===== config.mk =====
export PLATFORM = sky130hd
export DESIGN_NAME = slave_bus_arbiter_flat
export DESIGN_NICKNAME = d
export VERILOG_FILES = /design/src/rtl/slave_bus_arbiter_if.sv /design/src/rtl/slave_bus_arbiter.sv /design/src/flat_wrapper.sv
export SDC_FILE = /design/constraint.sdc
export NUM_CORES = 1
export LEC_CHECK = 0
export ABC_AREA = 1
export BUFFER_PORTS_ARGS = -buffer_cell sky130_fd_sc_hd__buf_2
export CAP_MARGIN = 0
export CORE_MARGIN = 2
export CORE_UTILIZATION = 35
export DETAILED_ROUTE_END_ITERATION = 16
export PLACE_DENSITY = 0.64
export SLEW_MARGIN = 20
export SYNTH_ARGS = -nofsm -noshare
export SYNTH_HDL_FRONTEND = slang
export SYNTH_SLANG_ARGS = --single-unit

===== constraint.sdc =====
create_clock -name bclk -period 3.4 [get_ports bclk]
set_clock_uncertainty 0.05 [all_clocks]
set_input_delay 0 -clock bclk [delete_from_list [all_inputs] [get_ports bclk]]
set_output_delay 0 -clock bclk [all_outputs]
set_load 0.02 [all_outputs]

===== src/rtl/slave_bus_arbiter_if.sv =====
// -----------------------------------------------------------------------------
// slave_bus_pkg / slave_bus_if
//   Shared types and the slave-bus interface used by slave_bus_arbiter.
//   Modport ic  : interconnect side (drives the request, samples the response).
//   Modport slv : slave side (samples the request, drives the response).
//   Signals     : addr/wdata/tsize/ttype/bstart/ss (request), rdata/berror/bdone
//                 (response).
// -----------------------------------------------------------------------------
package slave_bus_pkg;
    typedef enum logic [1:0] {
        TSIZE_BYTE = 2'd0,
        TSIZE_HALF = 2'd1,
        TSIZE_WORD = 2'd2
    } tsize_e;

    typedef enum logic {
        TTYPE_READ  = 1'b0,
        TTYPE_WRITE = 1'b1
    } ttype_e;

    // One master's request as latched onto the bus
    typedef struct packed {
        logic [31:0] addr;
        logic [31:0] wdata;
        tsize_e      tsize;
        ttype_e      ttype;
    } mreq_t;
endpackage

interface slave_bus_if;
    import slave_bus_pkg::*;

    logic [31:0] addr;
    logic [31:0] wdata;
    tsize_e      tsize;
    ttype_e      ttype;
    logic        bstart;
    logic        ss;
    logic [31:0] rdata;
    logic        berror;
    logic        bdone;

    modport ic  (output addr, wdata, tsize, ttype, bstart, ss,
                 input  rdata, berror, bdone);
    modport slv (input  addr, wdata, tsize, ttype, bstart, ss,
                 output rdata, berror, bdone);
endinterface


===== src/rtl/slave_bus_arbiter.sv =====
// -----------------------------------------------------------------------------
// slave_bus_arbiter
//   Shares one slave bus between master 0 (CPU) and master 1 (DMA) with
//   round-robin priority. The winner's request is latched onto the bus, bstart
//   pulses for one cycle, ss is held until bdone, and rdata/berror are handed
//   back to the winner with a one-cycle done pulse.
//
//   Optional feature macro: ARB_TIMEOUT_EN
//     When defined, a WAIT phase lasting TIMEOUT_CYCLES cycles without bdone is
//     aborted and completed with berror=1, rdata=0.
//
//   Ports
//     bclk, brst                   clock, synchronous active-high reset
//     mN_req/addr/wdata/tsize/ttype  request from master N (N=0,1)
//     mN_gnt                       master N owns the bus (START..RESP)
//     mN_done/rdata/berror         completion pulse and response for master N
//     ic                           slave_bus_if.ic modport toward the slave
// -----------------------------------------------------------------------------
module slave_bus_arbiter
    import slave_bus_pkg::*;
#(
    parameter int unsigned TIMEOUT_CYCLES = 256
) (
    input  logic        bclk,
    input  logic        brst,

    input  logic        m0_req,
    input  logic [31:0] m0_addr,
    input  logic [31:0] m0_wdata,
    input  tsize_e      m0_tsize,
    input  ttype_e      m0_ttype,
    output logic        m0_gnt,
    output logic        m0_done,
    output logic [31:0] m0_rdata,
    output logic        m0_berror,

    input  logic        m1_req,
    input  logic [31:0] m1_addr,
    input  logic [31:0] m1_wdata,
    input  tsize_e      m1_tsize,
    input  ttype_e      m1_ttype,
    output logic        m1_gnt,
    output logic        m1_done,
    output logic [31:0] m1_rdata,
    output logic        m1_berror,

    slave_bus_if.ic     ic
);

    localparam logic [1:0] S_IDLE  = 2'd0;
    localparam logic [1:0] S_START = 2'd1;
    localparam logic [1:0] S_WAIT  = 2'd2;
    localparam logic [1:0] S_RESP  = 2'd3;

    if (TIMEOUT_CYCLES < 1) begin : g_param_chk
        $error("slave_bus_arbiter: TIMEOUT_CYCLES must be at least 1");
    end

    logic [1:0]        state;
    logic              last_sv;     // master served most recently
    logic              owner;       // master owning the current transfer
    logic [1:0]        req;
    mreq_t [1:0]       mreq;
    mreq_t             cur_q;
    logic              bstart_q;
    logic              ss_q;
    logic [1:0]        gnt_q;
    logic [1:0]        done_q;
    logic [1:0]        berr_q;
    logic [1:0][31:0]  rdata_q;

    logic              sel;
    logic              fin;
    logic              fin_err;
    logic [31:0]       fin_rdata;
    logic              to_hit;

    assign req     = {m1_req, m0_req};
    assign mreq[0] = '{addr: m0_addr, wdata: m0_wdata, tsize: m0_tsize, ttype: m0_ttype};
    assign mreq[1] = '{addr: m1_addr, wdata: m1_wdata, tsize: m1_tsize, ttype: m1_ttype};

    // Lone requester wins outright; on contention the master that was not
    // served last goes first.
    always_comb begin
        sel = last_sv;
        case (req)
            2'b01:   sel = 1'b0;
            2'b10:   sel = 1'b1;
            2'b11:   sel = ~last_sv;
            default: sel = last_sv;
        endcase
    end

`ifdef ARB_TIMEOUT_EN
    localparam int CNT_W = $clog2(TIMEOUT_CYCLES + 1);
    logic [CNT_W-1:0] to_cnt;

    // to_cnt holds the number of WAIT cycles already completed, so this fires
    // in the WAIT cycle that brings the count to TIMEOUT_CYCLES.
    assign to_hit = (to_cnt == CNT_W'(TIMEOUT_CYCLES - 1));

    always_ff @(posedge bclk) begin
        if (brst)
            to_cnt <= '0;
        else if (state == S_START)
            to_cnt <= '0;
        else if (state == S_WAIT)
            to_cnt <= to_cnt + 1'b1;
    end
`else
    assign to_hit = 1'b0;
`endif

    // Completion this cycle: bdone during START/WAIT, or a timeout in WAIT.
    // bdone takes precedence over a simultaneous timeout.
    always_comb begin
        fin       = 1'b0;
        fin_err   = 1'b0;
        fin_rdata = '0;
        if (state == S_START || state == S_WAIT) begin
            if (ic.bdone) begin
                fin       = 1'b1;
                fin_err   = ic.berror;
                fin_rdata = ic.rdata;
            end else if (state == S_WAIT && to_hit) begin
                fin     = 1'b1;
                fin_err = 1'b1;
            end
        end
    end

    always_ff @(posedge bclk) begin
        if (brst) begin
            state    <= S_IDLE;
            last_sv  <= 1'b1;
            owner    <= 1'b0;
            cur_q    <= '{addr: '0, wdata: '0, tsize: tsize_e'(0), ttype: ttype_e'(0)};
            bstart_q <= 1'b0;
            ss_q     <= 1'b0;
            gnt_q    <= '0;
            done_q   <= '0;
            berr_q   <= '0;
            rdata_q  <= '0;
        end else begin
            // done/rdata/berror are single-cycle and zero otherwise
            done_q  <= '0;
            berr_q  <= '0;
            rdata_q <= '0;
            case (state)
                S_IDLE: begin
                    if (|req) begin
                        owner    <= sel;
                        cur_q    <= mreq[sel];
                        bstart_q <= 1'b1;
                        ss_q     <= 1'b1;
                        gnt_q    <= sel ? 2'b10 : 2'b01;
                        state    <= S_START;
                    end
                end
                S_START, S_WAIT: begin
                    bstart_q <= 1'b0;
                    if (fin) begin
                        ss_q           <= 1'b0;
                        done_q[owner]  <= 1'b1;
                        berr_q[owner]  <= fin_err;
                        rdata_q[owner] <= fin_rdata;
                        state          <= S_RESP;
                    end else begin
                        state <= S_WAIT;
                    end
                end
                S_RESP: begin
                    gnt_q   <= '0;
                    last_sv <= owner;
                    state   <= S_IDLE;
                end
                default: state <= S_IDLE;
            endcase
        end
    end

    assign ic.addr   = cur_q.addr;
    assign ic.wdata  = cur_q.wdata;
    assign ic.tsize  = cur_q.tsize;
    assign ic.ttype  = cur_q.ttype;
    assign ic.bstart = bstart_q;
    assign ic.ss     = ss_q;

    assign m0_gnt    = gnt_q[0];
    assign m0_done   = done_q[0];
    assign m0_rdata  = rdata_q[0];
    assign m0_berror = berr_q[0];
    assign m1_gnt    = gnt_q[1];
    assign m1_done   = done_q[1];
    assign m1_rdata  = rdata_q[1];
    assign m1_berror = berr_q[1];

endmodule


===== src/flat_wrapper.sv =====
// flat-port wrapper written by rule: the top's interface ports become plain ports
module slave_bus_arbiter_flat import slave_bus_pkg::*;
#(
    parameter int unsigned TIMEOUT_CYCLES = 256
)
  (bclk, brst, m0_req, m0_addr, m0_wdata, m0_tsize, m0_ttype, m0_gnt, m0_done, m0_rdata, m0_berror, m1_req, m1_addr, m1_wdata, m1_tsize, m1_ttype, m1_gnt, m1_done, m1_rdata, m1_berror, ic_addr, ic_wdata, ic_tsize, ic_ttype, ic_bstart, ic_ss, ic_rdata, ic_berror, ic_bdone);
  slave_bus_if ic_i ();
  input  logic bclk;
  input  logic brst;
  input  logic m0_req;
  input  logic [31:0] m0_addr;
  input  logic [31:0] m0_wdata;
  input  tsize_e m0_tsize;
  input  ttype_e m0_ttype;
  output logic m0_gnt;
  output logic m0_done;
  output logic [31:0] m0_rdata;
  output logic m0_berror;
  input  logic m1_req;
  input  logic [31:0] m1_addr;
  input  logic [31:0] m1_wdata;
  input  tsize_e m1_tsize;
  input  ttype_e m1_ttype;
  output logic m1_gnt;
  output logic m1_done;
  output logic [31:0] m1_rdata;
  output logic m1_berror;
  output wire logic [$bits(ic_i.addr)-1:0] ic_addr;
  output wire logic [$bits(ic_i.wdata)-1:0] ic_wdata;
  output wire logic [$bits(ic_i.tsize)-1:0] ic_tsize;
  output wire logic [$bits(ic_i.ttype)-1:0] ic_ttype;
  output wire logic [$bits(ic_i.bstart)-1:0] ic_bstart;
  output wire logic [$bits(ic_i.ss)-1:0] ic_ss;
  input wire logic [$bits(ic_i.rdata)-1:0] ic_rdata;
  input wire logic [$bits(ic_i.berror)-1:0] ic_berror;
  input wire logic [$bits(ic_i.bdone)-1:0] ic_bdone;
  assign ic_addr = ic_i.addr;
  assign ic_wdata = ic_i.wdata;
  assign ic_tsize = ic_i.tsize;
  assign ic_ttype = ic_i.ttype;
  assign ic_bstart = ic_i.bstart;
  assign ic_ss = ic_i.ss;
  assign ic_i.rdata = ic_rdata;
  assign ic_i.berror = ic_berror;
  assign ic_i.bdone = ic_bdone;
  slave_bus_arbiter #(.TIMEOUT_CYCLES(TIMEOUT_CYCLES)) u_core (.bclk(bclk), .brst(brst), .m0_req(m0_req), .m0_addr(m0_addr), .m0_wdata(m0_wdata), .m0_tsize(m0_tsize), .m0_ttype(m0_ttype), .m0_gnt(m0_gnt), .m0_done(m0_done), .m0_rdata(m0_rdata), .m0_berror(m0_berror), .m1_req(m1_req), .m1_addr(m1_addr), .m1_wdata(m1_wdata), .m1_tsize(m1_tsize), .m1_ttype(m1_ttype), .m1_gnt(m1_gnt), .m1_done(m1_done), .m1_rdata(m1_rdata), .m1_berror(m1_berror), .ic(ic_i));
endmodule

After elaboration in Yosys (flattened, before gate mapping)
Index checks and enable logic that the tools add are counted.
{"block": "word_totals", "reg_bits": 143, "inputBits": 172, "out_inout_bits": 139, "word_cells": 65}
{"block": "classes", "order_cmp": 3, "n_eq_ne": 8, "n_mux": 23, "bitwise": 5, "reduce_logical": 12}
{"cell": "$mux W67", "n": 2}
{"cell": "$mux W32", "n": 3}
{"cell": "$and A64 B64 Y64", "n": 1}
{"cell": "$demux W32 S1", "n": 1}
{"cell": "$eq A2 B2 Y1 const B", "n": 4}
{"cell": "$mux W1", "n": 8}
{"cell": "$mux W2", "n": 3}
{"cell": "$pmux W2 S3", "n": 1}
{"cell": "$reduce_and A2 Y1", "n": 3}
{"cell": "$eq A2 B1 Y1 const B", "n": 2}
{"cell": "$lt A1 B2 Y1 const B", "n": 2}
{"cell": "$ne A2 B1 Y1 const B", "n": 2}
{"cell": "$pmux W1 S2", "n": 2}
{"cell": "$pmux W2 S2", "n": 1}
{"cell": "$reduce_bool A2 Y1", "n": 2}
{"cell": "$reduce_or A2 Y1", "n": 2}
{"cell": "$not A1 Y1", "n": 3}
{"cell": "$pmux W1 S3", "n": 1}
{"cell": "$reduce_and A3 Y1", "n": 1}
{"cell": "$reduce_or A3 Y1", "n": 1}
{"cell": "$and A2 B2 Y2", "n": 1}
{"cell": "$logic_not A2 Y1", "n": 1}
{"cell": "$demux W1 S1", "n": 1}
{"cell": "$ge A1 B1 Y1 const B", "n": 1}
{"cell": "other kinds (2)", "n": 2}

Depth between registers and ports, before layout
{"block": "logic_depth", "ltp_word": 5, "ltp_mapped": 8, "ltp_nobuf": 6}

Worst setup path before layout
No wires, ideal clock.
{"block": "synth_timing", "path_kind": "register to register", "startpoint": "register u_core.state[0]", "endpoint": "register u_core.rdata_q (netlist bit u_core.m0_rdata[22])", "setup_ns": 0.064, "arrival_ns": 1.359, "required_time_ns": 3.286, "path_slack_ns": 1.927, "path_stages_with_launch": 8, "path_buffers": 1, "synth_period_minus_slack_ns": 1.473, "path_cell_list": "dfxtp_1 inv_1 ha_1 inv_2 nor3_1 nand2_1 buf_2 nor2_1"}
{"block": "synth_via", "elab_chain_len": 5, "word_cells_on_any_way": 10, "classes_between": "eq/ne (2); mux (2); bitwise (3); reduce/logical (3)"}
{"element": "start: declaration", "line": "slave_bus_arbiter.sv:59", "text": "logic [1:0] state;"}
{"element": "start signal: assignment", "line": "slave_bus_arbiter.sv:134", "text": "state <= S_IDLE;"}
{"element": "start signal: assignment", "line": "slave_bus_arbiter.sv:157", "text": "state <= S_START;"}
{"element": "start signal: assignment", "line": "slave_bus_arbiter.sv:167", "text": "state <= S_RESP;"}
{"element": "$eq A2 B1 Y1 / $eq A2 B2 Y1 (equally long branches)", "line": "slave_bus_arbiter.sv:120, slave_bus_arbiter.sv:149"}
{"element": "$logic_or A1 B1 Y1", "line": "slave_bus_arbiter.sv:120", "text": "if (state == S_START || state == S_WAIT) begin"}
{"element": "$mux W1", "line": "slave_bus_arbiter.sv:120"}
{"element": "$not A1 Y1 (no source line)"}
{"element": "$reduce_or A3 Y1 (no source line)"}
{"element": "end signal: indexed assignment", "line": "slave_bus_arbiter.sv:166", "text": "rdata_q[owner] <= fin_rdata;"}
{"element": "end: declaration", "line": "slave_bus_arbiter.sv:70", "text": "logic [1:0][31:0] rdata_q;"}
Several ways; a longest one is shown, not always the timed one.
A chain may end at the register's enable or synchronous reset.

Worst setup path in the final report
{"block": "layout_timing", "startpoint": "register u_core.state[0]", "endpoint": "register u_core.cur_q (netlist bit u_core.ic.addr[2])"}
{"block": "layout_via", "elab_chain_len": 2}
{"element": "$logic_not A2 Y1", "line": "slave_bus_arbiter.sv:149", "text": "case (state)"}
{"element": "$reduce_and A2 Y1 (no source line)"}
{"element": "end signal: assignment", "line": "slave_bus_arbiter.sv:137", "text": "cur_q <= '{addr: '0, wdata: '0, tsize: tsize_e'(0), ttype: ttype_e'(0)};"}
{"element": "end signal: assignment", "line": "slave_bus_arbiter.sv:153", "text": "cur_q <= mreq[sel];"}
{"element": "end: declaration", "line": "slave_bus_arbiter.sv:64", "text": "mreq_t cur_q;"}
Every way passes these cells.

==> metrics.txt <==
adder and majority cell fraction of the synthesized area 0.00664; maximum clock frequency 370 MHz; final slew viol count 0; antenna violations before repair 0; number of hold-slack violations in the final timing report 0; Num Clock Sinks between 100 and 150; Avg Vias per Cell 4.57; area of all placed cells without fillers 9510 sq um; Worst setup EP type register; detail-routed net length per standard cell about 14 microns; crit path buf inv count 4; power dissipated by switching net loads around 0.0017 W; final worst-path cycle share 0.795; outcome finished clean; remaining number of nets flagged by the antenna check after routing 0; core utilization of the finished layout 0.601; synthesized area per cell 7.33 sq um; routed via count 6625; crit-path max cell delay 0.62 ns; global-route wire length before repair 29.8 mm; initial core utilization 0.357; synthesized-area fraction occupied by and/or/nand/nor cells 0.298; proportion of power drawn by flip-flops and latches 0.362; flop and latch count out of synthesis 143; final net count approximately 1400; post-CTS clock slew at the launch and capture registers of the worst setup and hold paths approximately 0.060 ns; Required @ worst endpoint between 3 and 4 ns; clock tree from TritonCTS built; final HPWL from detailed placement approximately 12 mm; overall overflow remaining after global route 0; clock group share of total power 0.343; Critical Path Slowest Stage Cell sky130_fd_sc_hd__inv_2; Port Buffers 310; aggregate global-route resource usage 0.221; pin count of the biggest net entering global routing 72; cell area after technology mapping 5650 sq um; standby leakage power a little over 5 nW; Synth warnings 0; worst hold-check slack ~0.12 ns; switching portion of total power 0.320; area growth from synthesis to layout 68.2%; Int Pwr 0.00370 W; pwr dens 573 nW/um^2; count of unresolved DRC violations after routing 0; WL final ~20 mm; crit path cell chain inv_1, ha_1, o21ai_4, inv_2, buf_4, nand3_1, dlygate4sd3_1, a21oi_1; # setup viols final 0; clock root buffer master sky130_fd_sc_hd__clkbuf_16; overall die area 17200 sq um; crit-path max FO 47; share of the synthesized area in the top cell type 0.507; fin crit period 2.70 ns; via count of the first global-routing pass 6409; Mapped Nets 946; fillcell total about 1400; share of post-route cells with drive strength above 1 0.289; DR iter-0 viols roughly 280; post-route total power 0.00544 W; sequential cell area fraction in the yosys report 0.507; Worst Path Class, Setup register to register; Hold Path Class primary input to register; number of antenna cells inserted 0; total of max-cap violations 0; DRT Pass-1 Iters 5; RSZ-0062 raised after global routing false; Unique masters post-synth 22; Compound-Gate Fraction of Synth Area 0.0750; setup_tns 0 ns; overall die width 131 microns; number of setup buffers added after CTS 0; sort of element at the start of the critical path register; Post-Synth XOR/XNOR Area 0; multiplexer share of the synthesized area 0; CTS Buffer Depth 2; Tightest Pin Transition 0.992 ns; total clock buffers created by CTS 17; largest cells by area after synthesis sky130_fd_sc_hd__dfxtp_1 (51%), sky130_fd_sc_hd__nand2_1 (13%), sky130_fd_sc_hd__nand3_1 (12%), sky130_fd_sc_hd__a21oi_1 (6.4%), sky130_fd_sc_hd__inv_1 (5.6%); insertion delay of the later-clocked pin in the worst-skew pair around 0.41 ns; portion of total power attributed to combinational logic 0.295; last weighted congestion value of the routability-driven placer roughly 0.75; maximum resistive drop on vdd 0.353 mV; Cells after Synth 771; dominant combinational cell family by area after synthesis simple AND/OR/NAND/NOR gates; category of cells accounting for the largest share of critical-path delay buffers and inverters; total cell area at the placement stage 7230 sq um; number of levels in the clock H-tree 4; core region area 15800 sq um; Die Span Y 131 microns; post-synth top area cell sky130_fd_sc_hd__dfxtp_1; data arrival time of the critical path 3.00 ns; Top Ports 311; site row count between 40 and 50; worst rel slew slack 0.336
[what timing repair did]
action,4_1_cts,5_1_grt
hold buffers,168,0
hold endpoints to repair,135,0
gates resized for setup,0,0
[registers in the layout (all words and copies together) (netlist names)]
signal,count
u_core.berr_q,2
u_core.owner,1
u_core.ic.wdata,32
u_core.gnt_q,2
u_core.m1_rdata,32
u_core.ic.bstart,1
u_core.ic.addr,32
u_core.m0_rdata,32
u_core.ic.tsize,2
u_core.state,2
u_core.ic.ss,1
u_core.done_q,2
u_core.last_sv,1
u_core.ic.ttype,1
[final cells by class]
cell class	count	area, sq um	area share
repair buffers	485	3290	0.346
flip-flops and latches	143	2860	0.301
clock inverters	10	125	0.0132
clock buffers	22	474	0.0499
multi-input cells	484	2150	0.226
inverters	90	338	0.0355
well taps	216	270	0.0284
[synth_stat cells]
master,number
sky130_fd_sc_hd__o211ai_1,3
sky130_fd_sc_hd__nand2_2,2
sky130_fd_sc_hd__nand4_1,1
sky130_fd_sc_hd__dfxtp_1,143
sky130_fd_sc_hd__nand3_1,137
sky130_fd_sc_hd__a211oi_1,1
sky130_fd_sc_hd__buf_4,5
sky130_fd_sc_hd__buf_1,2
sky130_fd_sc_hd__ha_1,3
sky130_fd_sc_hd__o21ai_1,1
sky130_fd_sc_hd__inv_1,85
sky130_fd_sc_hd__inv_2,5
sky130_fd_sc_hd__nor3_1,1
sky130_fd_sc_hd__o21ai_0,1
sky130_fd_sc_hd__nand2_1,190
sky130_fd_sc_hd__buf_6,8
sky130_fd_sc_hd__clkbuf_1,21
sky130_fd_sc_hd__o21ai_4,1
sky130_fd_sc_hd__a21oi_1,72
sky130_fd_sc_hd__nor2_1,70
sky130_fd_sc_hd__o21a_1,1
sky130_fd_sc_hd__buf_2,18
[worst paths after layout]
kind | slack [ns] | from | depth (start not counted) | endpoint
setup reg to reg | 0.70 | u_core.state[0] | 8 | u_core.ic.addr[2]
hold / removal | 0.12 | brst | 2 | u_core.ic.addr[27]
setup / recovery | 0.70 | u_core.state[0] | 8 | u_core.ic.addr[2]
hold reg to reg | 0.41 | u_core.ic.addr[23] | 2 | u_core.ic.addr[23]
[power by group through the flow]
stage	clock network, W	registers (W)	logic [W]
floorplan	0	0.00224	0.000650
global placement	0	0.00200	0.00131
detailed placement	0	0.00200	0.00132
CTS	0.00190	0.00197	0.00160
global route	0.00198	0.00199	0.00177
finish	0.00187	0.00197	0.00161
[through the flow]
| stage | cells | worst slack, ns |
|---|---|---|
| 3_5_place_dp | 1250 | 1.25 |
| 2_1_floorplan | 771 | 1.93 |
| 3_3_place_gp | 1250 | 1.30 |
| 6_report | 1450 | 0.696 |
| 4_1_cts | 1450 | 0.697 |
| 5_1_grt | 1450 | 0.465 |
[per-layer routing]
layer | track usage | vias to the layer above | wire, microns | part of all wire
li1 | - | 3321 | - | -
met1 | 0.243 | 2994 | 7740 | 0.39
met2 | 0.386 | 260 | 9610 | 0.49
met3 | 0.0678 | 50 | 1600 | 0.081
met4 | 0.113 | 0 | 682 | 0.035
met5 | 0 | - | 0 | 0
[logic make-up (layout without fill, tap and decap cells)]
family / count (synthesis) / in the layout
buf+inv: 144 / 607
simple gates: 401 / 401
flops: 143 / 143
compound gates: 80 / 80
fa+ha+maj: 3 / 3
[layout by cell type, fill, tap and decap left out, types with 3 or more instances in the layout]
| cell type | Yosys | final |
|---|---|---|
| sky130_fd_sc_hd__inv_1 | 85 | 85 |
| sky130_fd_sc_hd__o211ai_1 | 3 | 3 |
| sky130_fd_sc_hd__buf_2 | 18 | 310 |
| sky130_fd_sc_hd__dlygate4sd3_1 | 0 | 168 |
| sky130_fd_sc_hd__dfxtp_1 | 143 | 143 |
| sky130_fd_sc_hd__clkbuf_8 | 0 | 3 |
| sky130_fd_sc_hd__nand2_1 | 190 | 188 |
| sky130_fd_sc_hd__ha_1 | 3 | 3 |
| sky130_fd_sc_hd__a21oi_1 | 72 | 72 |
| sky130_fd_sc_hd__inv_6 | 0 | 4 |
| sky130_fd_sc_hd__buf_4 | 5 | 7 |
| sky130_fd_sc_hd__clkbuf_16 | 0 | 17 |
| sky130_fd_sc_hd__inv_2 | 5 | 5 |
| sky130_fd_sc_hd__nand2_2 | 2 | 4 |
| sky130_fd_sc_hd__nor2_1 | 70 | 70 |
| sky130_fd_sc_hd__nand3_1 | 137 | 137 |
(Power assumes the default switching activity.)
